### config.mk
export PLATFORM = sky130hd
export DESIGN_NAME = acia_baud_gen
export DESIGN_NICKNAME = d
export VERILOG_FILES = /design/src/rtl/acia_baud_gen.sv
export SDC_FILE = /design/constraint.sdc
export NUM_CORES = 1
export LEC_CHECK = 0
export ABC_AREA = 1
export BUFFER_PORTS_ARGS = -buffer_cell sky130_fd_sc_hd__buf_2
export CORE_MARGIN = 8
export CORE_UTILIZATION = 40
export DETAILED_ROUTE_END_ITERATION = 10
export PLACE_DENSITY = 0.59
export SKIP_CTS_REPAIR_TIMING = 1
export SKIP_LAST_GASP = 1
export SYNTH_ARGS = -nofsm -noshare
export SYNTH_HDL_FRONTEND = slang
export SYNTH_SLANG_ARGS = --single-unit
### constraint.sdc
create_clock -name XTLI -period 3.9 [get_ports XTLI]
set_clock_uncertainty 0.05 [all_clocks]
set_input_delay 0.39 -clock XTLI [delete_from_list [all_inputs] [get_ports XTLI]]
set_output_delay 0.39 -clock XTLI [all_outputs]
set_load 0.03 [all_outputs]
### src/rtl/acia_baud_gen.sv
// ---------------------------------------------------------------------------
// acia_baud_gen
//   Baud-rate strobe generator for an ACIA. A transmit divisor counter
//   produces an oversample strobe every D XTLI cycles, where D comes from a
//   16-entry rate table or from DIV_CUSTOM. A phase counter divides that
//   strobe by OVS to mark bit boundaries. The receive side can share the
//   transmit divisor (RCS=0) or run its own (RCS=1). Its phase can be
//   re-aligned to a start-bit edge with RX_SYNC, so that RX_BIT lands
//   mid-bit.
//
//   Strobes are registered. A strobe is visible in the cycle after the edge
//   at which its divisor counter was sampled at zero. RX_SYNC is sampled on
//   that same edge, so an RX_SYNC high in the cycle before RX_CE16 goes high
//   "coincides" with that RX_CE16.
//
// Parameters
//   CNT_W       divisor counter width (12..24)
//   OVS         oversample factor, power of two 2..64
// Ports
//   XTLI        clock, rising edge
//   RESET       asynchronous active-low reset
//   TX_SBR      transmit rate select (0000 = DIV_CUSTOM)
//   RX_SBR      receive rate select, used when RCS=1
//   RCS         0: RX shares the TX divisor, 1: RX has its own divisor
//   DIV_CUSTOM  divisor used for rate code 0000 (0 or 1 = every cycle)
//   RX_SYNC     one-cycle start-edge pulse, re-phases the RX side
//   TX_CE16     TX oversample strobe
//   RX_CE16     RX oversample strobe
//   TX_BIT      TX bit-boundary strobe
//   RX_BIT      RX mid-bit sample strobe
//   TX_BCLK     square wave toggling on every TX_CE16
// ---------------------------------------------------------------------------
module acia_baud_gen #(
  parameter int CNT_W = 16,
  parameter int OVS   = 16
) (
  input  logic             XTLI,
  input  logic             RESET,
  input  logic [3:0]       TX_SBR,
  input  logic [3:0]       RX_SBR,
  input  logic             RCS,
  input  logic [CNT_W-1:0] DIV_CUSTOM,
  input  logic             RX_SYNC,
  output logic             TX_CE16,
  output logic             RX_CE16,
  output logic             TX_BIT,
  output logic             RX_BIT,
  output logic             TX_BCLK
);

  localparam int               PW      = $clog2(OVS);
  localparam logic [PW-1:0]    PH_LAST = PW'(OVS - 1);
  localparam logic [PW-1:0]    PH_MID  = PW'(OVS / 2);
  localparam logic [PW-1:0]    PH_ONE  = PW'(1);
  localparam logic [CNT_W-1:0] ONE     = CNT_W'(1);

  // Rate table. Constants are held at 24 bits and truncated to the counter
  // width, so narrow counters silently wrap large divisors.
  function automatic logic [CNT_W-1:0] rate_div(input logic [3:0]       sbr,
                                                input logic [CNT_W-1:0] custom);
    logic [23:0] tbl;
    case (sbr)
      4'h1:    tbl = 24'd2304;
      4'h2:    tbl = 24'd1536;
      4'h3:    tbl = 24'd1048;
      4'h4:    tbl = 24'd856;
      4'h5:    tbl = 24'd768;
      4'h6:    tbl = 24'd384;
      4'h7:    tbl = 24'd192;
      4'h8:    tbl = 24'd96;
      4'h9:    tbl = 24'd64;
      4'hA:    tbl = 24'd48;
      4'hB:    tbl = 24'd32;
      4'hC:    tbl = 24'd24;
      4'hD:    tbl = 24'd16;
      4'hE:    tbl = 24'd12;
      4'hF:    tbl = 24'd6;
      default: tbl = 24'd0;
    endcase
    if (sbr == 4'h0) rate_div = custom;
    else             rate_div = tbl[CNT_W-1:0];
  endfunction

  // Reload value D-1. A divisor of 0 or 1 reloads 0, so the counter sits at
  // zero and strobes every cycle.
  function automatic logic [CNT_W-1:0] reload_val(input logic [CNT_W-1:0] d);
    if (d <= ONE) reload_val = '0;
    else          reload_val = d - ONE;
  endfunction

  logic [CNT_W-1:0] tx_cnt_reg, tx_cnt_next;
  logic [CNT_W-1:0] rx_cnt_reg, rx_cnt_next;
  logic [PW-1:0]    tx_ph_reg,  tx_ph_next;
  logic [PW-1:0]    rx_ph_reg,  rx_ph_next;
  logic             rcs_reg,    rcs_next;
  logic             tx_ce_reg,  rx_ce_reg;
  logic             tx_bit_reg, rx_bit_reg;
  logic             bclk_reg,   bclk_next;
  logic             tx_tick,    rx_tick;
  logic             tx_wrap,    rx_wrap;

  always_comb begin
    tx_tick = (tx_cnt_reg == '0);
    // The RX source in use for this cycle follows the registered RCS. The
    // registered RCS only changes on a TX reload.
    rx_tick = rcs_reg ? (rx_cnt_reg == '0) : tx_tick;
    rcs_next = tx_tick ? RCS : rcs_reg;

    tx_wrap = tx_tick && (tx_ph_reg == PH_LAST);
    // RX_SYNC overrides the wrap: no RX_BIT, the phase is re-centred instead.
    rx_wrap = rx_tick && (rx_ph_reg == PH_LAST) && !RX_SYNC;

    // Rate selects are only looked at here, on the reload edge. A rate
    // change therefore never shortens the period already in progress.
    tx_cnt_next = tx_tick ? reload_val(rate_div(TX_SBR, DIV_CUSTOM))
                          : tx_cnt_reg - ONE;

    // The RX counter is held at zero whenever RX shares the TX divisor.
    // Holding it at zero means it reloads on its first edge after RCS rises.
    if (!rcs_next) begin
      rx_cnt_next = '0;
    end else if (RX_SYNC || rx_tick) begin
      rx_cnt_next = reload_val(rate_div(RX_SBR, DIV_CUSTOM));
    end else begin
      rx_cnt_next = rx_cnt_reg - ONE;
    end

    tx_ph_next = tx_tick ? tx_ph_reg + PH_ONE : tx_ph_reg;

    if (RX_SYNC)      rx_ph_next = PH_MID;
    else if (rx_tick) rx_ph_next = rx_ph_reg + PH_ONE;
    else              rx_ph_next = rx_ph_reg;

    bclk_next = tx_tick ? ~bclk_reg : bclk_reg;
  end

  always_ff @(posedge XTLI or negedge RESET) begin
    if (!RESET) begin
      tx_cnt_reg <= '0;
      rx_cnt_reg <= '0;
      tx_ph_reg  <= '0;
      rx_ph_reg  <= '0;
      rcs_reg    <= 1'b0;
      tx_ce_reg  <= 1'b0;
      rx_ce_reg  <= 1'b0;
      tx_bit_reg <= 1'b0;
      rx_bit_reg <= 1'b0;
      bclk_reg   <= 1'b0;
    end else begin
      tx_cnt_reg <= tx_cnt_next;
      rx_cnt_reg <= rx_cnt_next;
      tx_ph_reg  <= tx_ph_next;
      rx_ph_reg  <= rx_ph_next;
      rcs_reg    <= rcs_next;
      tx_ce_reg  <= tx_tick;
      rx_ce_reg  <= rx_tick;
      tx_bit_reg <= tx_wrap;
      rx_bit_reg <= rx_wrap;
      bclk_reg   <= bclk_next;
    end
  end

  assign TX_CE16 = tx_ce_reg;
  assign RX_CE16 = rx_ce_reg;
  assign TX_BIT  = tx_bit_reg;
  assign RX_BIT  = rx_bit_reg;
  assign TX_BCLK = bclk_reg;

endmodule

[Word level (Yosys, flattened, before mapping)]
Memories as Yosys holds them, arrays and structs flattened.
Index checks and enable logic that the tools add are counted.
Operators by class
  reduce and logical (&&, ||, !) cells: 10
  order comparisons: 2
  add/subtract/negate cells: 6
  mux-type cells: 13
  equal/unequal tests: 2
  bitwise logic cells: 1
Operator list (count)
  16-bit 2-to-1 mux: 9
  16-bit by 1-bit subtractor with 16-bit output (second input constant): 4
  16-bit by 1-bit less-or-equal comparator with 1-bit output (second input constant): 2
  16-bit zero test: 2
  4-bit by 1-bit adder with 4-bit output (second input constant): 2
  4-bit == test (second input constant): 2
  4-bit zero test: 2
  4-bit 2-to-1 mux: 2
  1-bit logical AND: 3
  1-bit 2-to-1 mux: 2
  2-bit nonzero test: 1
  1-bit zero test: 1
  1-bit logical OR: 1
  1-bit inverter: 1
Storage, ports and cells
  word-level logic and storage cells: 46
  memory bits (read-only): 352
  memories: 2
  register bits: 46
  bits of input ports: 28
Memories
  (name not given): depth 16, bits a word 11, rd ports 1, clocked after Yosys merged registers in 0, wr ports 0, line 62  | case (sbr)
  (name not given): depth 16, bits a word 11, rd ports 1, clocked after Yosys merged registers in 0, wr ports 0, line 62

[Depth between registers and ports, before layout]
Gate-level depths: netlist (run 1).
  depth in word-level cells: 9
  gate-level depth with buffers: 17

[Least setup slack after synthesis (run 1)]
OpenSTA, ideal clock, no wires.
  kind: input to register
  start point: input port RX_SBR[1]
  end point: register rx_cnt_reg[10]
  library setup time: 0.077 ns
  arrival: 2.426 ns
  cell stages on the path: 16
  slack: 1.347 ns
  cells stage by stage: inv_1 ha_1 buf_2 nand2_2 o21ai_0 inv_1 ha_1 or2_2 nand2_1 nor2_1 nand2_1 nor2_1 nand3_2 buf_6 nand3_1 a21oi_1
On the way
  word-level cells in the longest chain between the ends: 8
  elaborated cells between the ends (all ways): 10
  those cells by class: add/sub (1); order compare (1); mux (6); reduce/logical (1); memory (1)
RTL lines
  start, declared: line 40  | input logic [3:0] RX_SBR,
  memory 16 x 11 bit or 4-bit zero test (tied branches)
  16-bit 2-to-1 mux *: line 80  | if (sbr == 4'h0) rate_div = custom;
  16-bit 2-to-1 mux *: line 122  | end else if (RX_SYNC || rx_tick) begin
  16-bit 2-to-1 mux *: line 120  | if (!rcs_next) begin
  16-bit by 1-bit subtractor with 16-bit output or 16-bit by 1-bit less-or-equal comparator with 1-bit output (tied branches): line 88, 87
  16-bit 2-to-1 mux *: line 87  | if (d <= ONE) reload_val = '0;
  16-bit 2-to-1 mux *: line 122
  16-bit 2-to-1 mux *: line 120
  net rx_cnt_next[10]: line 92  | logic [CNT_W-1:0] rx_cnt_reg, rx_cnt_next;
  end signal, assigned: line 151  | rx_cnt_reg <= rx_cnt_next;
  end, declared: line 92
Mark *: on every way through the listed nets, which the timed path passes. The rest lies on a longest branch. The select of a mux whose other input is x is not followed.
A chain may end at the register's enable or synchronous reset.

[Final worst setup path (run 1)]
  start point: input port RX_SBR[1]
  end point: register rx_cnt_reg[4]
Same word-level chain as after synthesis.

==> results of run 1 <==
[metrics by stage]
step	hold WS [ns]	util	total power (uW)	setup slack [ns]	instance area [um^2]
after floorplan	0.0444	-	787	1.35	4130
final	0.189	0.443	1250	1.07	4510
after global placement	0.406	0.431	877	0.836	4390
after detailed placement	0.411	0.431	879	0.748	4390
after CTS	0.187	0.443	1270	1.08	4510
after global routing	0.183	0.443	1340	0.689	4510
[placed cells by master, fill, tap and decap left out, types with 3 or more instances in the layout]
| master | n |
|---|---|
| ha_1 | 19 |
| inv_1 | 88 |
| nand4_1 | 10 |
| nor2_1 | 90 |
| nor2_4 | 6 |
| a21oi_1 | 21 |
| nor3_1 | 6 |
| xnor2_1 | 11 |
| nand3b_1 | 3 |
| nand3_1 | 63 |
| nand2_2 | 5 |
| nor4_1 | 4 |
| or2_2 | 3 |
| o22ai_1 | 7 |
| xor2_1 | 24 |
| inv_2 | 4 |
| buf_2 | 32 |
| o21ai_1 | 10 |
| dfrtp_1 | 46 |
| o21ai_0 | 24 |
| nor2_2 | 7 |
| nand2_1 | 162 |
| clkbuf_8 | 5 |
[how the worst max path moves through the flow]
| stage | start | end | cells after the start | slack [ns] |
|---|---|---|---|---|
| 6_report | RX_SBR[1] | rx_cnt_reg[4] | 17 | 1.07 |
| 5_1_grt | RX_SBR[1] | rx_cnt_reg[4] | 17 | 0.69 |
| 4_1_cts | RX_SBR[1] | rx_cnt_reg[4] | 17 | 1.08 |
| 3_5_place_dp | RX_SBR[1] | rx_cnt_reg[4] | 17 | 0.75 |
| 3_3_place_gp | RX_SBR[1] | rx_cnt_reg[4] | 17 | 0.84 |
| 2_1_floorplan | RX_SBR[1] | rx_cnt_reg[10] | 16 | 1.35 |
[metal layers]
layer	vias to the layer above	part of all wire	global-route usage
li1	2086	-	-
met1	1722	0.51	0.196
met2	68	0.44	0.232
met3	14	0.030	0.0235
met4	0	0.021	0.0576
met5	-	0	0
[critical path: stages]
cell and delay (ns):
buf_2 0.12, inv_1 0.17, ha_1 0.39, nand2_2 0.16, o21ai_0 0.30, inv_1 0.11
ha_1 0.25, or2_2 0.30, nand2_1 0.07, nor2_1 0.04, nand2_1 0.05, nor2_1 0.04
nand3_2 0.24, o21ai_0 0.14, nand2_1 0.07, nand2_1 0.07, nor2_1 0.10
[area by class of cell]
type	count	share of cell area
tap	136	0.0377
clock buffer	5	0.0153
timing repair buffer	32	0.0355
sequential	46	0.255
clock inverter	3	0.0108
multi-input combinational	491	0.568
inverter	93	0.0774
[where the power goes]
part / internal [uW] / switching [uW]
Combinational: 120 / 239
Sequential: 496 / 18.2
Clock: 195 / 182
[kinds of logic after synthesis]
| kind of cell | count (synthesis) | synth area share |
|---|---|---|
| XOR/XNOR | 35 | 0.0742 |
| adder cells (fa/ha/maj) | 19 | 0.0576 |
| AND/OR/NAND/NOR | 366 | 0.394 |
| buffers and inverters | 103 | 0.101 |
| flip-flops | 46 | 0.279 |
| AO/OA/AOI/OAI | 71 | 0.0952 |
==> results_dict.tcl, run 1 <==
set metrics [dict create \
    outcome "complete, no violations" \
    drc 0 \
    antenna_found_initial 0 \
    vias_per_cell 4.83 \
    synth_top_area_cell "dfrtp_1" \
    grt.total_usage 0.147 \
    nets 716 \
    antenna_left 0 \
    maxCapViolations 0 \
    die_w_um 118 \
    r2r_start "tx_cnt_reg[0]" \
    path_class "in -> reg" \
    tns_ns 0 \
    synth-seq-cells 46 \
    cts_num_sinks 46 \
    fp.dieH_um 118 \
    wire_per_inst_um 12.6 \
    hpwlAfterDp_um 8170 \
    drive_gt1_frac 0.109 \
    rsz0062_at_grt "false" \
    fin_cells 806 \
    leakage_uw 0.00245 \
    insertion_delay_ns 0.32 \
    reg2regPathDepth 12 \
    crit_arrival_ns 3.03 \
    grt_remaining_overflow 0 \
    post-route-min-period_ns 2.83 \
    synth_cell_types 36 \
    firstDrtPassIters 4 \
    drt-initial-drc-count 142 \
    worstPathRequired_ns 4.10 \
    netlist_area_mm2 0.00413 \
    r2r_end "rx_cnt_reg[14]" \
    numCtsBuffers 5 \
    vias 3890 \
    slew-limit-headroom 0.314 \
    yosys.cell_count.top_type "nand2_1" \
    yosysTopAreaCellShare 0.279 \
    finalMaxSlewViolations 0 \
    area_delta_synth_final_pct 9.24 \
    endpoint_kind "flip-flop" \
    root_buffer "clkbuf_8" \
    pin_count 33 \
    synth-seq-area-share 0.279 \
    vdd_drop_max_mv 0.112 \
    tightest_slew_ns 1.03 \
    synth-edff-count 0 \
    placement.io_buffers 32 \
    grt_pass1_vias 3788 \
    p_per_area_mw_per_mm2 277 \
    place_inst 798 \
    finalSetupViolCount 0 \
    core_region_area_mm2 0.0102 \
    grt_pass1_wl_um 17300 \
    cts_max_path_buffers 2 \
    wirelength_um 10100 \
    fmax_mhz 353 \
    rrSetupSlack_ns 1.19 \
    ys_warn_count 0 \
    min_path_type "in -> async" \
    grt_max_degree 47 \
    seqCellArea_mm2 0.00115 \
    n_antenna_cell 0 \
    syn-num-nets 687 \
    synthFlopType "dfrtp_1" \
    crit_path_max_fanout 16 \
    multi_input_area_mm2 0.00256 \
    fill_cells 1114 \
    path_clk_slew_ns 0.10 \
    syn-instance-count 640 \
    final.period_utilization 0.726 \
    start_util 0.405 \
    ys_top_cells_by_count "nand2_1, nor2_1, inv_1, nand3_1, dfrtp_1" \
    rows 37 \
    start_kind "input port" \
    ys_top_cells_by_area "dfrtp_1, nand2_1, nor2_1" \
    hold_viol 0 \
    gp_congestion 0.901 \
    ys_async_sr_fraction 1.00 \
    cts_tree "built" \
    syn_area_per_cell_um2 6.45 \
    htree_levels 2 \
    die_area_mm2 0.0138 \
]
(Power assumes the default switching activity.)
==> inputs of run 2 (changes only) <==
==> constraint.sdc (replaced) <==
create_clock -name XTLI -period 2.74 [get_ports XTLI]
set_clock_uncertainty 0.05 [all_clocks]
set_input_delay 0.274 -clock XTLI [delete_from_list [all_inputs] [get_ports XTLI]]
set_output_delay 0.274 -clock XTLI [all_outputs]
set_load 0.03 [all_outputs]
==> run 2 against run 1 <==
  * Utilization is 0.69 points higher
  * Sequential cell count stayed put
  * Routed wire length is 0.87% higher
  * Global-route usage is 0.12 points higher
  * Critical path depth is 1 lower
  * Combinational power is 46% higher
  * First-iteration DRC count is 31% higher
  * Setup slack worse by 0.62 ns
  * Via count is 2.2% higher
  * Sequential power is 42% higher
  * Power is 40% higher
  * Highest routed layer unchanged
==> results_dict.tcl, run 2 (synthesis results as in run 1) <==
set metrics [dict create \
    path_clk_slew_ns 0.09 \
    drt-initial-drc-count 186 \
    path_class "in -> reg" \
    post-route-min-period_ns 2.29 \
    insertion_delay_ns 0.30 \
    antenna_left 0 \
    tns_ns 0 \
    post-place-ws_ns 0.146 \
    wirelength_um 10200 \
    slew-limit-headroom 0.629 \
    cpMaxStageDelayCell "or2_2" \
    grt_pass1_vias 3860 \
    n_antenna_cell 0 \
    rsz0062_at_grt "false" \
    cts_tree "built" \
    drc 0 \
    firstDrtPassIters 4 \
    placement.io_buffers 32 \
    root_buffer "clkbuf_8" \
    grt.total_usage 0.148 \
    leakage_uw 0.00249 \
    p_per_area_mw_per_mm2 383 \
    fp.dieH_um 118 \
    pin_count 33 \
    numCtsBuffers 5 \
    core_region_area_mm2 0.0102 \
    min_path_type "in -> reg" \
    maxCapViolations 0 \
    start_util 0.405 \
    drive_gt1_frac 0.119 \
    grt_pass1_wl_um 17500 \
    crit_arrival_ns 2.47 \
    outcome "complete, no violations" \
    finalSetupViolCount 0 \
    die_area_mm2 0.0138 \
    final_common_cell "nand2_1" \
    vias_per_cell 4.87 \
    nets 726 \
    cts_max_path_buffers 2 \
    fmax_mhz 436 \
    gp_congestion 0.931 \
    tightest_slew_ns 0.557 \
    crit_path_max_fanout 13 \
    vdd_drop_max_mv 0.195 \
    grt_max_degree 25 \
    area_delta_synth_final_pct 10.9 \
    hold_viol 0 \
    antenna_found_initial 0 \
    vias 3975 \
    finalMaxSlewViolations 0 \
    die_w_um 118 \
    hpwlAfterDp_um 8390 \
    htree_levels 2 \
    crit_chain "buf_2 -> inv_1 -> ha_1 -> nand2_2 -> o21ai_0 -> inv_1 -> ha_1 -> or2_2 -> nand2_1 -> nor2_1 -> nand2_1 -> nor2_1 -> nand3_2 -> buf_4 -> nand3_1 -> a21oi_1" \
    final.period_utilization 0.836 \
    worstPathRequired_ns 2.92 \
    cp_top_family "simple AND/OR/NAND/NOR gates" \
    rows 37 \
    grt_remaining_overflow 0 \
    worstPathBufferInverterCount 4 \
    mostFrequentLayoutCells "nand2_1, nor2_1, inv_1" \
    wire_per_inst_um 12.5 \
    cts_num_sinks 46 \
    start_kind "input port" \
    endpoint_kind "flip-flop" \
    cpPeakStageDelay_ns 0.30 \
    finalWorstSetupSlack_ns 0.449 \
]
-- run 2: cell count changes in the layout (fill, tap and decap cells not counted) --
| cell | before | now |
|---|---|---|
| buf_4 | 0 | 9 |
| dlygate4sd3_1 | 0 | 1 |
| clkbuf_1 | 0 | 1 |
| inv_8 | 1 | 0 |
-- run 2: path summary, 6_finish.rpt --
kind                          startpoint              to  slack, ns  depth (start not counted)
max                            RX_SBR[0]   rx_cnt_reg[8]       0.45                         16
min in group asynchronous          RESET         TX_CE16       0.44                          2
max in group asynchronous          RESET   rx_cnt_reg[3]       1.59                          3
min                              RX_SYNC          RX_BIT        0.1                          2
min reg2reg                      TX_BCLK         TX_BCLK       0.42                          1
max reg2reg                rx_cnt_reg[0]  rx_cnt_reg[14]       0.46                         12
-- run 2: area by class of cell --
cell class	instances	area [um^2]
inverter	93	349
clock buffer	6	72.6
fill	1094	5600
tap	136	170
timing repair buffer	42	238
clock inverter	2	37.5
multi-input combinational	491	2560
sequential	46	1150
-- run 2: where the power goes --
group | switching [uW] | internal, uW
Clock | 230 | 272
Sequential | 25.7 | 706
Combinational | 345 | 178
Total | 600 | 1160
-- run 2: routing by layer --
metal / GRT usage / up-vias / wire [um]
met5: 0 / - / 0
met4: 0.0584 / 0 / 244
met3: 0.0225 / 17 / 401
met2: 0.233 / 79 / 4480
met1: 0.199 / 1775 / 5110
li1: - / 2104 / -
-- run 2: metrics by stage --
step                      cells   util  cell area, um^2  power (uW)  hold WS [ns]
after floorplan             640      -             4130        1120       -0.0716
after global placement      807  0.438             4460        1260         0.250
after detailed placement    807  0.438             4460        1260         0.256
after CTS                   815  0.449             4570        1780       -0.0893
after global routing        816  0.450             4580        1880        0.0893
final                       816  0.450             4580        1760        0.0992
-- run 2: worst reg2reg max path, stage by stage (launching register included) --
cell     delay, ns
dfrtp_1       0.40
inv_1         0.09
ha_1          0.19
nand2_1       0.10
nor2_1        0.14
nand2_1       0.09
nor2_1        0.21
nand3_1       0.17
nand3_2       0.32
inv_2         0.20
nand2_1       0.10
nand2_1       0.05
a21oi_1       0.12
==> inputs of run 3 (changes only) <==
--- a/config.mk
+++ b/config.mk
@@ -5,12 +5,12 @@
 export SDC_FILE = /design/constraint.sdc
 export NUM_CORES = 1
 export LEC_CHECK = 0
-export ABC_AREA = 1
+export ABC_AREA = 0
 export BUFFER_PORTS_ARGS = -buffer_cell sky130_fd_sc_hd__buf_2
 export CORE_MARGIN = 8
 export CORE_UTILIZATION = 40
 export DETAILED_ROUTE_END_ITERATION = 10
-export PLACE_DENSITY = 0.59
+export PLACE_DENSITY = 0.61
 export SKIP_CTS_REPAIR_TIMING = 1
 export SKIP_LAST_GASP = 1
 export SYNTH_ARGS = -nofsm -noshare
==> constraint.sdc (replaced) <==
create_clock -name XTLI -period 1.9 [get_ports XTLI]
set_clock_uncertainty 0.05 [all_clocks]
set_input_delay 0.19 -clock XTLI [delete_from_list [all_inputs] [get_ports XTLI]]
set_output_delay 0.19 -clock XTLI [all_outputs]
set_load 0.03 [all_outputs]
==> run 3 against run 2 <==
  * The run now ends with setup timing left
  * Sequential cell count did not move
  * Hold slack improved by 0.0036 ns
  * Global-route usage up 2.1 points
  * Sequential power up 52%
  * Highest routed layer unchanged
==> results_dict.tcl, run 3 <==
set metrics [dict create \
    grt_max_degree 25 \
    wirelength_um 10900 \
    p_per_area_mw_per_mm2 517 \
    grt_pass1_wl_um 18100 \
    crit_chain "or4_4 -> or3_1 -> or3_4 -> clkinv_4 -> mux2i_4 -> clkinv_2 -> o21ai_0 -> a21oi_1" \
    tns_ns -19.00 \
    core_region_area_mm2 0.00928 \
    min_path_type "in -> reg" \
    cpPeakStageDelay_ns 0.53 \
    htree_levels 2 \
    placement.io_buffers 32 \
    nets 688 \
    worstHoldPathCells 2 \
    synth-edff-count 0 \
    start_kind "flip-flop" \
    slew-limit-headroom 0.510 \
    syn-num-nets 510 \
    ys_async_sr_fraction 1.00 \
    antenna_found_initial 0 \
    post-route-min-period_ns 2.50 \
    ys_top_cells_by_area "dfrtp_1, ha_1, xnor2_1" \
    worstPathRequired_ns 2.03 \
    finalMaxSlewViolations 0 \
    crit_arrival_ns 2.62 \
    numCtsBuffers 5 \
    hold_ws_ns 0.103 \
    outcome "complete, but fails checks" \
    finalSetupViolCount 46 \
    drc 0 \
    fin_cells 770 \
    grt.total_usage 0.168 \
    gp_congestion 0.864 \
    synth-seq-cells 46 \
    holdCritStartpoint "RX_SYNC" \
    violations "setup timing" \
    vdd_drop_max_mv 0.298 \
    cpMaxStageDelayCell "or4_4" \
    antenna_left 0 \
    insertion_delay_ns 0.29 \
    mostFrequentLayoutCells "buf_4, nand2_1, dfrtp_1" \
    cts_tree "built" \
    vias 3957 \
    vias_per_cell 5.14 \
    grt_pass1_vias 3995 \
    rows 35 \
    drt-initial-drc-count 137 \
    pin_count 33 \
    cts_num_sinks 46 \
    rsz0062_at_grt "true" \
    syn_area_per_cell_um2 8.31 \
    reg2regPathDepth 8 \
    synth-seq-area-share 0.299 \
    root_buffer "clkbuf_8" \
    netlist_area_mm2 0.00385 \
    firstDrtPassIters 4 \
    final.period_utilization 1.32 \
    leakage_uw 0.00260 \
    fp.dieH_um 114 \
    r2r_end "rx_cnt_reg[12]" \
    hold_viol 0 \
    maxCapViolations 0 \
    grt_remaining_overflow 0 \
    area_delta_synth_final_pct 50.6 \
    synthFlopType "dfrtp_1" \
    synth_cell_types 71 \
    die_area_mm2 0.0130 \
    final_common_cell "buf_4" \
    rrSetupSlack_ns -0.60 \
    finish.utilization 0.624 \
    synth_top_area_cell "dfrtp_1" \
    yosys.cell_count.top_type "nand2_1" \
    tightest_slew_ns 0.732 \
    die_w_um 114 \
    crit_path_max_fanout 3 \
    wire_per_inst_um 14.2 \
    n_antenna_cell 0 \
    cts_max_path_buffers 2 \
    path_clk_slew_ns 0.08 \
    endpoint_kind "flip-flop" \
    total_power_uw 3000 \
    place_inst 750 \
    r2r_start "tx_cnt_reg[9]" \
    finalWorstSetupSlack_ns -0.599 \
    yosysTopAreaCellShare 0.299 \
    drive_gt1_frac 0.412 \
    fmax_mhz 400 \
    path_class "reg -> reg" \
    hpwlAfterDp_um 8810 \
    ys_warn_count 0 \
    syn-instance-count 463 \
    holdPathEnd "rx_ph_reg[0]" \
    start_util 0.414 \
    ys_top_cells_by_count "nand2_1, dfrtp_1, nor2_1, a21oi_1, xnor2_1" \
]
## run 3: worst max-delay path by stage
stage	from	slack [ns]	endpoint	depth (start not counted)
final	tx_cnt_reg[9]	-0.60	rx_cnt_reg[12]	8
after global placement	TX_SBR[1]	-0.72	tx_cnt_reg[6]	10
after detailed placement	TX_SBR[1]	-0.77	tx_cnt_reg[6]	10
after floorplan	tx_cnt_reg[9]	-0.61	rx_cnt_reg[10]	8
after CTS	tx_cnt_reg[9]	-0.71	tx_cnt_reg[15]	7
after global routing	tx_cnt_reg[9]	-0.71	rx_cnt_reg[12]	8
## run 3: cell type report
| class | instances | area, um^2 |
|---|---|---|
| Timing Repair Buffer | 189 | 1410 |
| Inverter | 18 | 98.8 |
| Tap cell | 129 | 161 |
| Clock inverter | 1 | 30.0 |
| Fill cell | 828 | 3490 |
| Multi-Input combinational cell | 381 | 2860 |
| Clock buffer | 6 | 82.6 |
| Sequential cell | 46 | 1150 |
## run 3: worst max-delay path: cells and delay by family (launching register included)
kind / cells / cell delay [ns]
AND/OR/NAND/NOR: 3 / 1.28
flip-flops: 1 / 0.39
multiplexers: 1 / 0.25
buffers and inverters: 2 / 0.21
AO/OA/AOI/OAI: 2 / 0.20
## run 3: cells by family (layout without fill, tap and decap cells)
kind of cell	after synthesis	after routing	synth area share
AOI/OAI and AO/OA	105	105	0.186
xor gates and xnor gates	50	50	0.114
adders and majority gates	19	19	0.0618
buffers and inverters	36	214	0.0436
DFF	46	46	0.299
muxes	11	11	0.0296
and+or+nand+nor	196	196	0.266
## run 3: through the flow
| stage | setup WS [ns] | cell area (um^2) |
|---|---|---|
| floorplan | -0.608 | 4100 |
| detailed placement | -0.769 | 5400 |
| finish | -0.599 | 5790 |
| global placement | -0.723 | 5400 |
| CTS | -0.707 | 5510 |
| global route | -0.713 | 5790 |
## run 3: metal layers
metal	vias to the layer above	GRT usage	routed length, um
li1	2020	-	-
met2	57	0.292	5280
met4	0	0.0461	142
met1	1870	0.215	5240
met5	-	0	0
met3	10	0.0200	273
## run 3: power by group
group | internal [uW] | switching, uW
Sequential | 1060 | 51.9
Combinational | 592 | 557
Clock | 421 | 312
